$ cat src/rtl/core_pkg.sv
// Shared definitions for the core pipeline.
// Fetch-unit state encoding and fetch-related constants.
package core_pkg;

    typedef enum logic [0:0] {
        REQ  = 1'b0,
        HOLD = 1'b1
    } ifu_state_t;

    localparam logic [31:0] NOP_INSTR = 32'h0000_0013;
    localparam logic [31:0] DEFAULT_RESET_VECTOR = 32'h0000_0000;
    localparam int INSTR_LEN = 4;

endpackage

$ cat src/rtl/ifu.sv
// Instruction fetch unit: one word per fetch over a req/ack bus,
// held for the execution unit until it retires.
module ifu #(
    parameter int XLEN = 32,
    parameter logic [XLEN-1:0] RESET_VECTOR = XLEN'(core_pkg::DEFAULT_RESET_VECTOR),
    parameter logic [31:0] NOP_INSTR = core_pkg::NOP_INSTR
) (
    input  logic            clk,
    input  logic            rst_n,
    output logic            ib_req,
    output logic [XLEN-1:0] ib_addr,
    input  logic            ib_ack,
    input  logic [31:0]     ib_data,
    output logic            ieu_stall,
    output logic [29:0]     instr,
    output logic [XLEN-1:0] curr_pc,
    output logic [XLEN-1:0] inc_pc,
    input  logic            stalled,
    input  logic            je,
    input  logic [XLEN-1:0] ja
);
    import core_pkg::*;

    ifu_state_t      state;
    logic [XLEN-1:0] pc;
    logic [XLEN-1:0] pc_next_seq;
    logic [31:0]     instr_q;
    logic            legal;

    assign pc_next_seq = pc + XLEN'(INSTR_LEN);
    assign legal       = (ib_data[1:0] == 2'b11);

    always_ff @(posedge clk or negedge rst_n) begin
        if (!rst_n) begin
            pc      <= RESET_VECTOR;
            state   <= REQ;
            instr_q <= NOP_INSTR;
        end else begin
            unique case (state)
                REQ: begin
                    if (ib_ack) begin
                        // Compressed/illegal encodings become a NOP
                        instr_q <= legal ? ib_data : NOP_INSTR;
                        state   <= HOLD;
                    end
                end
                HOLD: begin
                    if (!stalled) begin
                        pc    <= je ? {ja[XLEN-1:2], 2'b00} : pc_next_seq;
                        state <= REQ;
                    end
                end
                default: state <= REQ;
            endcase
        end
    end

    // rst_n gates the request so it drops without waiting for a clock
    assign ib_req    = rst_n && (state == REQ);
    assign ib_addr   = pc;
    assign ieu_stall = (state != HOLD);
    assign instr     = (state == HOLD) ? instr_q[31:2] : NOP_INSTR[31:2];
    assign curr_pc   = pc;
    assign inc_pc    = pc_next_seq;

endmodule

$ cat config.mk
export PLATFORM = sky130hd
export DESIGN_NAME = ifu
export DESIGN_NICKNAME = d
export VERILOG_FILES = /design/src/rtl/core_pkg.sv /design/src/rtl/ifu.sv
export SDC_FILE = /design/constraint.sdc
export NUM_CORES = 1
export LEC_CHECK = 0
export ABC_AREA = 1
export ABC_CLOCK_PERIOD_IN_PS = 3300
export BUFFER_PORTS_ARGS = -buffer_cell sky130_fd_sc_hd__buf_4
export CORE_ASPECT_RATIO = 1.2
export CORE_MARGIN = 1
export CORE_UTILIZATION = 51
export DETAILED_ROUTE_END_ITERATION = 8
export HOLD_SLACK_MARGIN = 0.03
export PLACE_DENSITY = 0.95
export SETUP_SLACK_MARGIN = 0.2
export SYNTH_ARGS = -nofsm -noshare
export SYNTH_HDL_FRONTEND = slang
export SYNTH_SLANG_ARGS = --single-unit
$ cat constraint.sdc
create_clock -name clk -period 3.3 [get_ports clk]
set_input_delay 0.33 -clock clk [delete_from_list [all_inputs] [get_ports clk]]
set_output_delay 0.33 -clock clk [all_outputs]
set_load 0.05 [all_outputs]
### Yosys cells after proc, flatten, opt, wreduce, memory -nomap -nowiden

Index checks and enable logic that the tools add are counted.
W data, S select, Z words.

* $add $sub $neg: 1
* equality and inequality tests: 1
* mux-type cells: 6
* bitwise gates (word level): 2
* reductions and logical operators: 3

Operator list (count)
* $mux W32: 2
* $add A32 B3 Y32 const B: 1
* $mux W30: 1
* $reduce_and A2 Y1: 2
* $eq A2 B2 Y1 const B: 1
* $mux W1: 2
* $not A1 Y1: 2
* $pmux W1 S2: 1
* $logic_and A1 B1 Y1: 1

* flip-flop bits (word level): 65
* logic and storage cells: 16

### Longest topological paths before layout

* depth in word-level cells: 2
* mapped depth: 10
* gate-level depth less buffers: 10

### Worst setup path after synthesis

Ideal clock, no wire load.

* path kind: reg2out
* from: register pc[2], in the netlist curr_pc[2]
* to: output inc_pc[9]
* data arrival time: 2.268 ns
* required time: 2.970 ns
* setup slack: 0.702 ns
* cell stages (with the launch flop): 5
* cell sequence: dfrtp_1 inv_1 nor2_8 nand2_8 xor2_1

* longest elaborated chain between the ends: 1

RTL lines
* start, declared: line ifu.sv:25 `logic [XLEN-1:0] pc;`
* start signal, assigned: line ifu.sv:49 `pc <= je ? {ja[XLEN-1:2], 2'b00} : pc_next_seq;`
* $add A32 B3 Y32: line ifu.sv:30 `assign pc_next_seq = pc + XLEN'(INSTR_LEN);`
* end, declared: line ifu.sv:17 `output logic [XLEN-1:0] inc_pc,`

Every way passes these cells.

### Worst setup path after layout

* from: register pc[2], in the netlist curr_pc[2]
* to: output inc_pc[28]

Same word-level chain as after synthesis.

==> PnR_summary.wiki <==
{| class="wikitable"
! Metric !! Value
|-
| Bufs on Longest Clock Path || 2
|-
| Last weighted congestion value of the routability-driven placer || 0.907
|-
| Maximum single-stage delay on the critical path || approximately 0.47 ns
|-
| Synthesized flop and latch total || between 60 and 70
|-
| Post-cts hold buffer count || 0
|-
| Avg Inst Size Synth || 7.09 um2
|-
| Number of buffers inserted during clock tree synthesis || 9
|-
| Worst-Skew Late Latency || roughly 0.33 ns
|-
| Initial antenna violation count || 0
|-
| Syn. warnings || 0
|-
| Synth Area in Compound Gates || between 10% and 20%
|-
| Adder-cell share of the synthesized area || 0.307%
|-
| Worst-case headroom to the max-slew limit || 40.7%
|-
| # rows || 35
|-
| Run status || finished, final reports clean
|-
| Required time at the endpoint of the critical path || 2.97 ns
|-
| Largest clock skew in the final design || approximately 0.0099 ns
|-
| Number of routed nets with antenna violations || 0
|-
| Worst Path Class, Setup || flip-flop to primary output
|-
| Sequential area share after synthesis || a little under two fifths
|-
| Areal power density over the cells || just over 800 nW/um2
|-
| Post-CTS setup repair buffer count || 0
|-
| Drt drc || 0
|-
| Cell count after placement || 804
|-
| Tightest Pin Transition || between 0.8 and 0.9 ns
|-
| Count of buffers from port buffering || 188
|-
| Area Overhead vs Synth || 35.3%
|-
| Cell type with the highest occurrence count on the critical path || sky130_fd_sc_hd__nand2_2
|-
| Pin count of the biggest net entering global routing || 62
|-
| Parity-gate share of the synthesized area counting xor and xnor cells || ~1.3%
|-
| Top-Level Pins || between 150 and 200
|-
| Maximum operating frequency || between 300 and 400 MHz
|-
| Commonest cells in the netlist || sky130_fd_sc_hd__nand2_1 (169), sky130_fd_sc_hd__inv_1 (75), sky130_fd_sc_hd__nor2_1 (75)
|-
| Proportion of synthesized flip-flops having asynchronous set or reset || 100%
|-
| Number of gates given a new drive strength after cts || 0
|-
| Max rail drop VDD || 0.590 mV
|-
| Combinational family with the most area after synthesis || simple AND/OR/NAND/NOR gates
|-
| Destination of the worst register-to-register timing path || curr_pc[28]$_DFFE_PN0P_
|-
| Number of clock sinks || 61
|-
| Register cell area after layout || 1530 um2
|-
| Die boundary width || 83.6 um
|-
| Final slew viol count || 0
|-
| H-tree levels || 3
|-
| Static Leak || roughly 3.2 nW
|-
| Flip-flop cell with the highest count after synthesis || sky130_fd_sc_hd__dfrtp_1
|-
| Post-synth top area cell || sky130_fd_sc_hd__dfrtp_1
|-
| ANT cells || 0
|-
| Total number of vias || 4290
|-
| Area inside the core boundary || about 7700 um2
|-
| Setup total negative slack || 0 ns
|-
| Post-detailed-placement half-perimeter wirelength || a little under 9 mm
|-
| Startpoint of the most critical register-to-register path || curr_pc[2]$_DFFE_PN0P_
|-
| Most used standard cell by instance count after synthesis || sky130_fd_sc_hd__nand2_1
|-
| Post-detailed-route wirelength per cell || 14.3 um
|-
| Highest-delay cell along the critical path || sky130_fd_sc_hd__dfrtp_1
|-
| Total grt overflow || 0
|-
| Fill cell instance count of the final layout || 606
|-
| Post-layout utilization of the core || just over 70%
|-
| Number of standard cells in the final layout excluding fillers || 820
|-
| Overall die height || about 100 um
|-
| Ratio of routed vias to standard cells || 5.23
|-
| Arrival time at the worst endpoint || ~2.2 ns
|-
| Floorplan die area || about 8300 um2
|-
| Synth top area share || between 30 and 40%
|-
| Post-Syn Area || a little over 4000 um2
|-
| Clock edge transition at the registers on the reported setup and hold paths || approximately 0.070 ns
|-
| Setup violation total in the final timing report || 0
|-
| Final routed wirelength across all metal layers || 11.7 mm
|-
| MaxCap Viol Count || 0
|-
| Reg2reg path depth || 10
|-
| Number of distinct standard cells referenced by the synthesized netlist || 30
|-
| Launching element type of the critical path || flip-flop
|-
| Total global-route track usage || between 20% and 30%
|-
| Global-route wire length before repair || between 15 and 20 mm
|-
| Number of global-route vias before repair || roughly 4100
|-
| Number of iterations in the first detailed-routing pass || 7
|-
| Clock tree root buffer cell || sky130_fd_sc_hd__clkbuf_8
|-
| Share of synthesized area spent on multiplexers || 0%
|-
| Top area cells in the synthesized netlist || sky130_fd_sc_hd__dfrtp_1 (37%), sky130_fd_sc_hd__nand2_1 (16%), sky130_fd_sc_hd__buf_4 (7.2%), sky130_fd_sc_hd__inv_1 (6.9%), sky130_fd_sc_hd__nor2_1 (6.9%)
|-
| Critical Path, Cell by Cell || ha_1 -> nand2_2 -> nor2_4 -> nand2_2 -> nor2_1 -> nand3_1 -> nand2_1 -> buf_4
|-
| Layout cell share with drive strength beyond 1 || between 30% and 40%
|-
| Type of destination of the critical path || primary output
|-
| Final Critical Period || about 2.6 ns
|-
| Net total in the final layout || about 790
|-
| Fin. Hold Viols || 0
|-
| Reg-to-reg slack, setup || around 1.4 ns
|-
| Area used by multi-input combinational logic || approximately 1900 um2
|-
| Starting density of the core || 52.8%
|-
| Post-route clock period utilization || slightly below 80%
|-
| TritonCTS clock tree || built
|-
| HP Class || primary input to async pin
|-
| Number of enable-type register cells in the synthesized netlist || 0
|-
| Number of standard cells after synthesis || between 500 and 600
|-
| Critical Path Fanout Max || 5
|-
| First-iteration detailed-routing DRC count || between 200 and 250
|-
| Unrepaired setup endpoints after global routing || false
|-
| Simple-gate portion of the synthesized area || ~32%
|}
-- sequential cells by signal (all words and copies together) (netlist names) --
register and count:
curr_pc 30, state 1, instr_q 30
-- layer usage --
layer	routed length [um]	vias to the layer above	track usage, %
met5	0	-	0
met4	451	0	14.9
met3	1020	43	5.59
met2	6130	267	51.6
met1	4110	1945	31.9
li1	-	2035	-
-- how the worst max path moves through the flow --
| stage | end | depth (start not counted) | startpoint | slack (ns) |
|---|---|---|---|---|
| 2_1_floorplan | inc_pc[9] | 4 | curr_pc[2]$_DFFE_PN0P_ | 0.70 |
| 3_3_place_gp | inc_pc[28] | 8 | curr_pc[2]$_DFFE_PN0P_ | 1.29 |
| 3_5_place_dp | inc_pc[28] | 9 | curr_pc[2]$_DFFE_PN0P_ | 1.23 |
| 4_1_cts | inc_pc[28] | 9 | curr_pc[2]$_DFFE_PN0P_ | 0.86 |
| 5_1_grt | inc_pc[28] | 8 | curr_pc[2]$_DFFE_PN0P_ | 0.68 |
| 6_report | inc_pc[28] | 8 | curr_pc[2]$_DFFE_PN0P_ | 0.75 |
-- logic make-up after synthesis --
group / count (synthesis)
AND/OR/NAND/NOR: 293
buffers and inverters: 136
AO/OA/AOI/OAI: 76
flip-flops: 61
XOR/XNOR: 6
adder cells (fa/ha/maj): 1
other: 1
-- cell usage in the layout (no fill, tap or decap), types with 2 or more instances in the layout --
| cell | Yosys | final |
|---|---|---|
| sky130_fd_sc_hd__o22ai_1 | 5 | 5 |
| sky130_fd_sc_hd__nand3b_1 | 2 | 2 |
| sky130_fd_sc_hd__o21ai_1 | 2 | 2 |
| sky130_fd_sc_hd__nand2_1 | 169 | 169 |
| sky130_fd_sc_hd__nor2_8 | 4 | 4 |
| sky130_fd_sc_hd__dfrtp_1 | 60 | 60 |
| sky130_fd_sc_hd__a21oi_1 | 21 | 21 |
| sky130_fd_sc_hd__a22o_1 | 29 | 29 |
| sky130_fd_sc_hd__buf_4 | 39 | 191 |
| sky130_fd_sc_hd__inv_1 | 75 | 75 |
| sky130_fd_sc_hd__xnor2_1 | 2 | 2 |
| sky130_fd_sc_hd__nand2_4 | 2 | 2 |
| sky130_fd_sc_hd__nor2_4 | 7 | 7 |
| sky130_fd_sc_hd__inv_2 | 2 | 2 |
| sky130_fd_sc_hd__nand3_1 | 26 | 26 |
| sky130_fd_sc_hd__conb_1 | 1 | 6 |
| sky130_fd_sc_hd__xor2_1 | 4 | 4 |
| sky130_fd_sc_hd__clkbuf_8 | 0 | 9 |
| sky130_fd_sc_hd__bufinv_16 | 0 | 3 |
| sky130_fd_sc_hd__nand2_2 | 5 | 5 |
| sky130_fd_sc_hd__nor2_1 | 75 | 75 |
| sky130_fd_sc_hd__a21oi_2 | 2 | 2 |
| sky130_fd_sc_hd__o21ai_0 | 17 | 17 |
-- power by group --
| group | switching, mW | total, mW | internal, mW |
|---|---|---|---|
| combinational | 1.82 | 2.52 | 0.691 |
| sequential | 0.222 | 1.11 | 0.891 |
| clock | 0.306 | 0.808 | 0.502 |
-- critical path: cells and delay by family (launching register included) --
family        cells  cell delay (ns)
fa+ha+maj         1             0.24
flops             1             0.47
buf+inv           1             0.19
simple gates      6             0.99
-- stage by stage --
step	total power, mW	area (um2)	hold WS, ns	worst slack (ns)
after floorplan	2.99	4090	0.0344	0.702
after global placement	3.58	5270	0.465	1.29
after detailed placement	3.63	5270	0.487	1.23
after CTS	4.44	5510	0.194	0.857
after global routing	4.62	5510	0.195	0.678
final	4.44	5510	0.153	0.749
-- cell type report --
cell class	count	share of cell area, %
clock buffer	10	2.32
timing repair buffer	191	26.0
tap	92	2.09
multi-input combinational	382	34.5
sequential	61	27.8
clock inverter	6	2.02
inverter	78	5.32
(Power assumes the default switching activity.)
